<file path="src/rtl/serial_add_pkg.sv">
// Shared types for the bit-serial adder controller.
// State encoding is fixed; 2'd3 is unused and recovers to IDLE.
package serial_add_pkg;

  typedef enum logic [1:0] {
    S_IDLE = 2'd0,
    S_RUN  = 2'd1,
    S_DONE = 2'd2
  } state_e;

endpackage

</file>
<file path="src/rtl/full_adder.sv">
// One-bit full-adder cell shared by the adder datapaths.
// Purely combinational.
module full_adder (
  input  logic x,
  input  logic y,
  input  logic c_in,
  output logic s,
  output logic c_out
);

  assign s     = x ^ y ^ c_in;
  assign c_out = (x & y) | (c_in & (x ^ y));

endmodule

</file>
<file path="src/rtl/serial_add_ctrl.sv">
// Bit-serial adder: one full-adder cell reused over WIDTH cycles,
// operands shifted LSB first, result built from the top down.
module serial_add_ctrl #(
  parameter  int WIDTH = 8,
  localparam int CNT_W = $clog2(WIDTH)
) (
  input  logic             clk,
  input  logic             rst,
  input  logic             start,
  input  logic [WIDTH-1:0] a,
  input  logic [WIDTH-1:0] b,
  input  logic             c_in,
  output logic             busy,
  output logic             done,
  output logic [WIDTH-1:0] sum,
  output logic             c_out
);

  import serial_add_pkg::*;

  localparam logic [CNT_W-1:0] LAST = CNT_W'(WIDTH - 1);

  state_e           state_q, state_d;
  logic [WIDTH-1:0] a_q, a_d;
  logic [WIDTH-1:0] b_q, b_d;
  logic [WIDTH-1:0] sh_q, sh_d;
  logic [WIDTH-1:0] sum_q, sum_d;
  logic [CNT_W-1:0] cnt_q, cnt_d;
  logic             carry_q, carry_d;
  logic             cout_q, cout_d;
  logic             busy_q, busy_d;
  logic             done_q, done_d;
  logic             fa_s;
  logic             fa_c;

  full_adder u_fa (
    .x     (a_q[0]),
    .y     (b_q[0]),
    .c_in  (carry_q),
    .s     (fa_s),
    .c_out (fa_c)
  );

  always_comb begin
    state_d = state_q;
    a_d     = a_q;
    b_d     = b_q;
    sh_d    = sh_q;
    sum_d   = sum_q;
    cnt_d   = cnt_q;
    carry_d = carry_q;
    cout_d  = cout_q;
    busy_d  = busy_q;
    done_d  = done_q;
    case (state_q)
      S_IDLE: begin
        if (start) begin
          a_d     = a;
          b_d     = b;
          carry_d = c_in;
          cnt_d   = '0;
          busy_d  = 1'b1;
          state_d = S_RUN;
        end
      end
      S_RUN: begin
        sh_d    = {fa_s, sh_q[WIDTH-1:1]};
        a_d     = {1'b0, a_q[WIDTH-1:1]};
        b_d     = {1'b0, b_q[WIDTH-1:1]};
        carry_d = fa_c;
        cnt_d   = cnt_q + CNT_W'(1);
        // Final bit: publish the completed word in the same edge.
        if (cnt_q == LAST) begin
          sum_d   = sh_d;
          cout_d  = fa_c;
          done_d  = 1'b1;
          state_d = S_DONE;
        end
      end
      S_DONE: begin
        done_d  = 1'b0;
        busy_d  = 1'b0;
        state_d = S_IDLE;
      end
      default: begin
        done_d  = 1'b0;
        busy_d  = 1'b0;
        state_d = S_IDLE;
      end
    endcase
  end

  always_ff @(posedge clk or posedge rst) begin
    if (rst) begin
      state_q <= S_IDLE;
      a_q     <= '0;
      b_q     <= '0;
      sh_q    <= '0;
      sum_q   <= '0;
      cnt_q   <= '0;
      carry_q <= 1'b0;
      cout_q  <= 1'b0;
      busy_q  <= 1'b0;
      done_q  <= 1'b0;
    end else begin
      state_q <= state_d;
      a_q     <= a_d;
      b_q     <= b_d;
      sh_q    <= sh_d;
      sum_q   <= sum_d;
      cnt_q   <= cnt_d;
      carry_q <= carry_d;
      cout_q  <= cout_d;
      busy_q  <= busy_d;
      done_q  <= done_d;
    end
  end

  assign busy  = busy_q;
  assign done  = done_q;
  assign sum   = sum_q;
  assign c_out = cout_q;

endmodule

</file>
<file path="config.mk">
export PLATFORM = sky130hd
export DESIGN_NAME = serial_add_ctrl
export DESIGN_NICKNAME = d
export VERILOG_FILES = /design/src/rtl/serial_add_pkg.sv /design/src/rtl/full_adder.sv /design/src/rtl/serial_add_ctrl.sv
export SDC_FILE = /design/constraint.sdc
export NUM_CORES = 1
export LEC_CHECK = 0
export ABC_AREA = 1
export CAP_MARGIN = 20
export CORE_ASPECT_RATIO = 2
export CORE_MARGIN = 4
export CORE_UTILIZATION = 35
export CTS_BUF_LIST = sky130_fd_sc_hd__clkbuf_2
export DETAILED_ROUTE_END_ITERATION = 10
export PLACE_DENSITY_LB_ADDON = 0.12
export SKIP_LAST_GASP = 1
export SLEW_MARGIN = 5
export SYNTH_ARGS = -nofsm -noshare
export SYNTH_HDL_FRONTEND = slang
export SYNTH_SLANG_ARGS = --single-unit
</file>
<file path="constraint.sdc">
create_clock -name clk -period 3.1 [get_ports clk]
set_input_delay 0.465 -clock clk [delete_from_list [all_inputs] [get_ports clk]]
set_output_delay 0.465 -clock clk [all_outputs]
set_load 0.05 [all_outputs]
</file>
Word level (Yosys, flattened, before mapping) --
Index checks and enable logic that the tools add are counted.
Storage, ports and cells: flip-flop bits (word level) 41, logic and storage cells 44
Operators by class: add/subtract/negate cells 1, equal/unequal tests 4, multiplexer cells 15, bitwise gates (word level) 7, reductions and logical operators 7
Operator list (number):
- case mux 8 bit (2 select lines) | 2
- two-way mux 8 bit | 2
- AND reduction 2 bit | 5
- case mux 1 bit (2 select lines) | 3
- case mux 3 bit (2 select lines) | 1
- two-way mux 2 bit | 2
- != test 2 bit, second input constant | 2
- case mux 2 bit (2 select lines) | 1
- adder 3 x 1 -> 3 bit, second input constant | 1
- equality test 3 bit, second input constant | 1
- two-way mux 1 bit | 3
- two-way mux 3 bit | 1
- AND 1 bit | 2
- equality test 2 x 1 -> 1 bit, second input constant | 1
- zero test 2 bit | 1
- inverter 1 bit | 2
- nonzero test 2 bit | 1
- bitwise XOR 1 bit | 2
- OR 1 bit | 1

Longest topological paths before layout --
depth after elaboration 4, depth in mapped cells 7, depth with buffers taken out 6

Hierarchy --
A second synthesis with hierarchy kept.
Unflattened totals: cells, all modules 226, area, all modules 1959.4 um2
Modules (own cells, without submodules):
- serial_add_ctrl | instances 1, cells an instance 225, area an instance 1939.4 um2
- full_adder | instances 1, cells an instance 1, area an instance 20.0 um2

Worst setup path before layout --
OpenSTA, ideal clock, no wires.
path kind register -> register, start reg cnt_q[0], end reg cout_q, in the netlist c_out, library setup time 0.066 ns, arrival 1.150 ns, slack 1.884 ns, cell stages (with the launch flop) 7, path buffers 1, cells stage by stage dfrtp_1 -> ha_1 -> ha_1 -> nand2_4 -> buf_6 -> nand2_1 -> nand2_1
Between the ends: word-level cells in the longest chain between the ends 2
Ends and longest elaborated chain:
- from (decl) | RTL line serial_add_ctrl.sv:28 | logic [CNT_W-1:0] cnt_q, cnt_d;
- from (signal assigned) | RTL line serial_add_ctrl.sv:111 | cnt_q <= cnt_d;
- equality test 3 bit | RTL line serial_add_ctrl.sv:73 | if (cnt_q == LAST) begin
- AND reduction 2 bit (no line)
- to (signal assigned) | RTL line serial_add_ctrl.sv:113 | cout_q <= cout_d;
- to (decl) | RTL line serial_add_ctrl.sv:30 | logic cout_q, cout_d;
No other way between the ends. A chain may end at the register's enable or synchronous reset.

Final worst setup path --
start reg busy_q, in the netlist busy, end out busy
RTL lines:
- from (decl) | RTL line serial_add_ctrl.sv:31 | logic busy_q, busy_d;
- from (signal assigned) | RTL line serial_add_ctrl.sv:114 | busy_q <= busy_d;
- to (decl) | RTL line serial_add_ctrl.sv:13 | output logic busy,
No word-level cell between the ends.

==> impl_metrics.tcl <==
set metrics [dict create \
    worst_path_dominant_cell_family "buffers and inverters" \
    timing.rr.end "b_q[0]" \
    grtUsageTotal_pct 12.8 \
    antenna_cells 0 \
    io_pins 31 \
    syn_area_um2 1930 \
    antenna_found_initial 0 \
    synthesis.nets 239 \
    clk_pin_slew_ps 210 \
    finalSetupViolCount 0 \
    holdWs_ps 472 \
    crit_required_ps 2630 \
    muxShareOfSynthArea_pct 0 \
    worstHoldPathType "primary input to async pin" \
    synthSimpleGateAreaFrac_pct 31.4 \
    grt_pass1_wl_mm 6.75 \
    max_stage_delay_ps 810 \
    synth_edf_count 0 \
    cts_hold_buf 0 \
    postCtsSetupBuffers 0 \
    yosys_warnings 0 \
    rr_startpoint "state_q[0]" \
    tightest_slew_ps 743 \
    swShare_pct 46.7 \
    maxSlewHeadroom_pct 50.5 \
    synth_top_family_by_area "simple AND/OR/NAND/NOR gates" \
    drt_pass1_iterations 6 \
    avgSynthCellArea_um2 8.92 \
    power.switching_w 0.00101 \
    die_h_um 113 \
    cts_buffer_depth 2 \
    finalSetupTns_ps 0 \
    dieArea_um2 6830 \
    cts.sinks 40 \
    hpwl_mm 2.56 \
    worst_ir_drop_vdd_mv 0.542 \
    maxCapViolations 0 \
    cts_tree "yes" \
    die_w_um 60.5 \
    postSynthCellCount 216 \
    drive_above_1_share_pct 10.7 \
    end_kind "output port" \
    timing.final.crit_share_pct 66.8 \
    seqPwrFrac_pct 41.7 \
    area_delta_synth_final_pct 15.6 \
    powerDensity_nw_per_um2 969 \
    grt_overflow_total 0 \
    combPwrFrac_pct 48.2 \
    finalNonFillerCells 303 \
    grt_max_degree 51 \
    final_util_pct 41.5 \
    synth_xor_area_share_pct 0 \
    crit_arrival_ps 1600 \
    synth_cell_type_count 23 \
    period_needed_ps 2070 \
    htreeDepth 2 \
    reg2reg_setup_slack_ps 1430 \
    cts.repair.resized 0 \
    routed_wl_mm 3.90 \
    synthAdderAreaFrac_pct 2.34 \
    cp_num_buf_inv 1 \
    fin_skew_ps 21.2 \
    internal_power_w 0.00115 \
    outcome "completed" \
    synth_seq_cells 40 \
    core_area_um2 5370 \
    drv_slew 0 \
    total_power_w 0.00216 \
    yosysSeqAreaShare_pct 51.9 \
    grt_setup_unrepaired "no" \
    cts-root-buf "clkbuf_2" \
    critPathLaunchType "register" \
    initial_utilization_pct 35.9 \
    cts_made_buffers 5 \
    synth_compound_area_share_pct 5.52 \
    clockPowerShare_pct 10.1 \
    vias 1399 \
    gp_congestion 0.671 \
    dp_cells 295 \
    worst-setup-path-type "register to output port" \
    worstSkewPairLatency_ps 380 \
    wl_per_cell_um 12.9 \
    fin_nets 265 \
    vias_per_cell 4.62 \
    crit_path_max_fanout 2 \
    worstPathCellList "clkdlybuf4s50_1" \
    leakagePower_nw 1.14 \
    worst-path-stages 1 \
    hold_violations 0 \
    yosys_most_used_dff "dfrtp_1" \
    fmax_mhz 483 \
    synthArstFlopShare_pct 100 \
    grt_pass1_vias 1444 \
    drc 0 \
    io_buffers 30 \
    rows 38 \
    detail-route-antenna-nets 0 \
    slowest_stage "clkdlybuf4s50_1" \
    drtIter0Drc 59 \
    r2r_cells 4 \
]
[worst register-to-register path, cell delays in order, from the launching register on]
cell and delay (ps):
dfrtp_1 870, nand2_8 320, nand2_4 280, nand2_1 80
nand2_1 60
[flip-flops by register name, summed over array words and instances (netlist names)]
register  count
c_out         1
a_q           8
cnt_q         3
sum           8
state_q       2
done          1
carry_q       1
sh_q          7
b_q           8
busy          1
[per-layer routing]
| layer | global-route usage [%] | share of wire (%) |
|---|---|---|
| met5 | 0 | 0 |
| met4 | 5.35 | 1.4 |
| met3 | 2.51 | 3.7 |
| met2 | 20.1 | 50 |
| met1 | 16.8 | 45 |
[kinds of logic after synthesis]
group / Yosys count
simple gates: 133
fa+ha+maj: 3
buf+inv: 24
compound gates: 16
flops: 40
[stage by stage]
step | worst slack [ps] | area, µm²
finish | 1030 | 2230
global route | 916 | 2230
CTS | 981 | 2230
detailed placement | 1430 | 2190
global placement | 1440 | 2190
floorplan | 1720 | 1930
[cell usage after synthesis (2+ instances only)]
cell type,instances,area share [%]
nand2_1,92,18
dfrtp_1,40,52
nand3_1,31,8.1
inv_1,10,1.9
o21ai_0,7,1.8
o21ai_2,7,3.2
buf_6,5,2.9
buf_2,3,0.78
nand2_4,3,1.8
nand3_2,3,1.6
buf_4,2,0.78
ha_1,2,1.3
[area by class of cell]
type | instances | area, µm²
Fill cell | 541 | 3150
Sequential cell | 40 | 1000
Clock inverter | 3 | 13.8
Tap cell | 60 | 75.1
Timing Repair Buffer | 31 | 308
Clock buffer | 5 | 25.0
Multi-Input combinational cell | 152 | 757
Inverter | 12 | 47.5
[how the worst max path moves through the flow]
stage                from        to
3_5_place_dp   state_q[0]  cnt_q[0]
6_report             busy      busy
5_1_grt              busy      busy
3_3_place_gp        start    b_q[3]
4_1_cts              busy      busy
2_1_floorplan         rst    a_q[0]
[cells in the final DEF, fill, tap and decap left out]
master           Yosys  layout
nor2_1               1       1
ha_1                 2       2
nand2_1             92      92
nand3_1             31      31
nand3_2              3       3
clkinv_2             0       2
clkinv_1             0       1
inv_2                1       1
clkdlybuf4s50_1      0      30
o21ai_0              7       7
inv_4                1       1
buf_4                2       1
nor2_2               1       1
o21ai_2              7       7
inv_1               10      10
dfrtp_1             40      40
a21oi_1              1       1
o21ai_1              1       1
clkbuf_2             0       5
nand2_8              1       1
nor2_4               1       1
nand2_4              3       3
fa_1                 1       1
[power groups by stage]
| stage | Sequential [W] | Combinational (W) | Clock, W |
|---|---|---|---|
| CTS | 0.000906 | 0.00106 | 0.000236 |
| detailed placement | 0.000914 | 0.00106 | 0 |
| global placement | 0.000914 | 0.00105 | 0 |
| floorplan | 0.00106 | 0.000725 | 0 |
| global route | 0.000936 | 0.00118 | 0.000259 |
| finish | 0.000900 | 0.00104 | 0.000218 |
(Power assumes the default switching activity.)
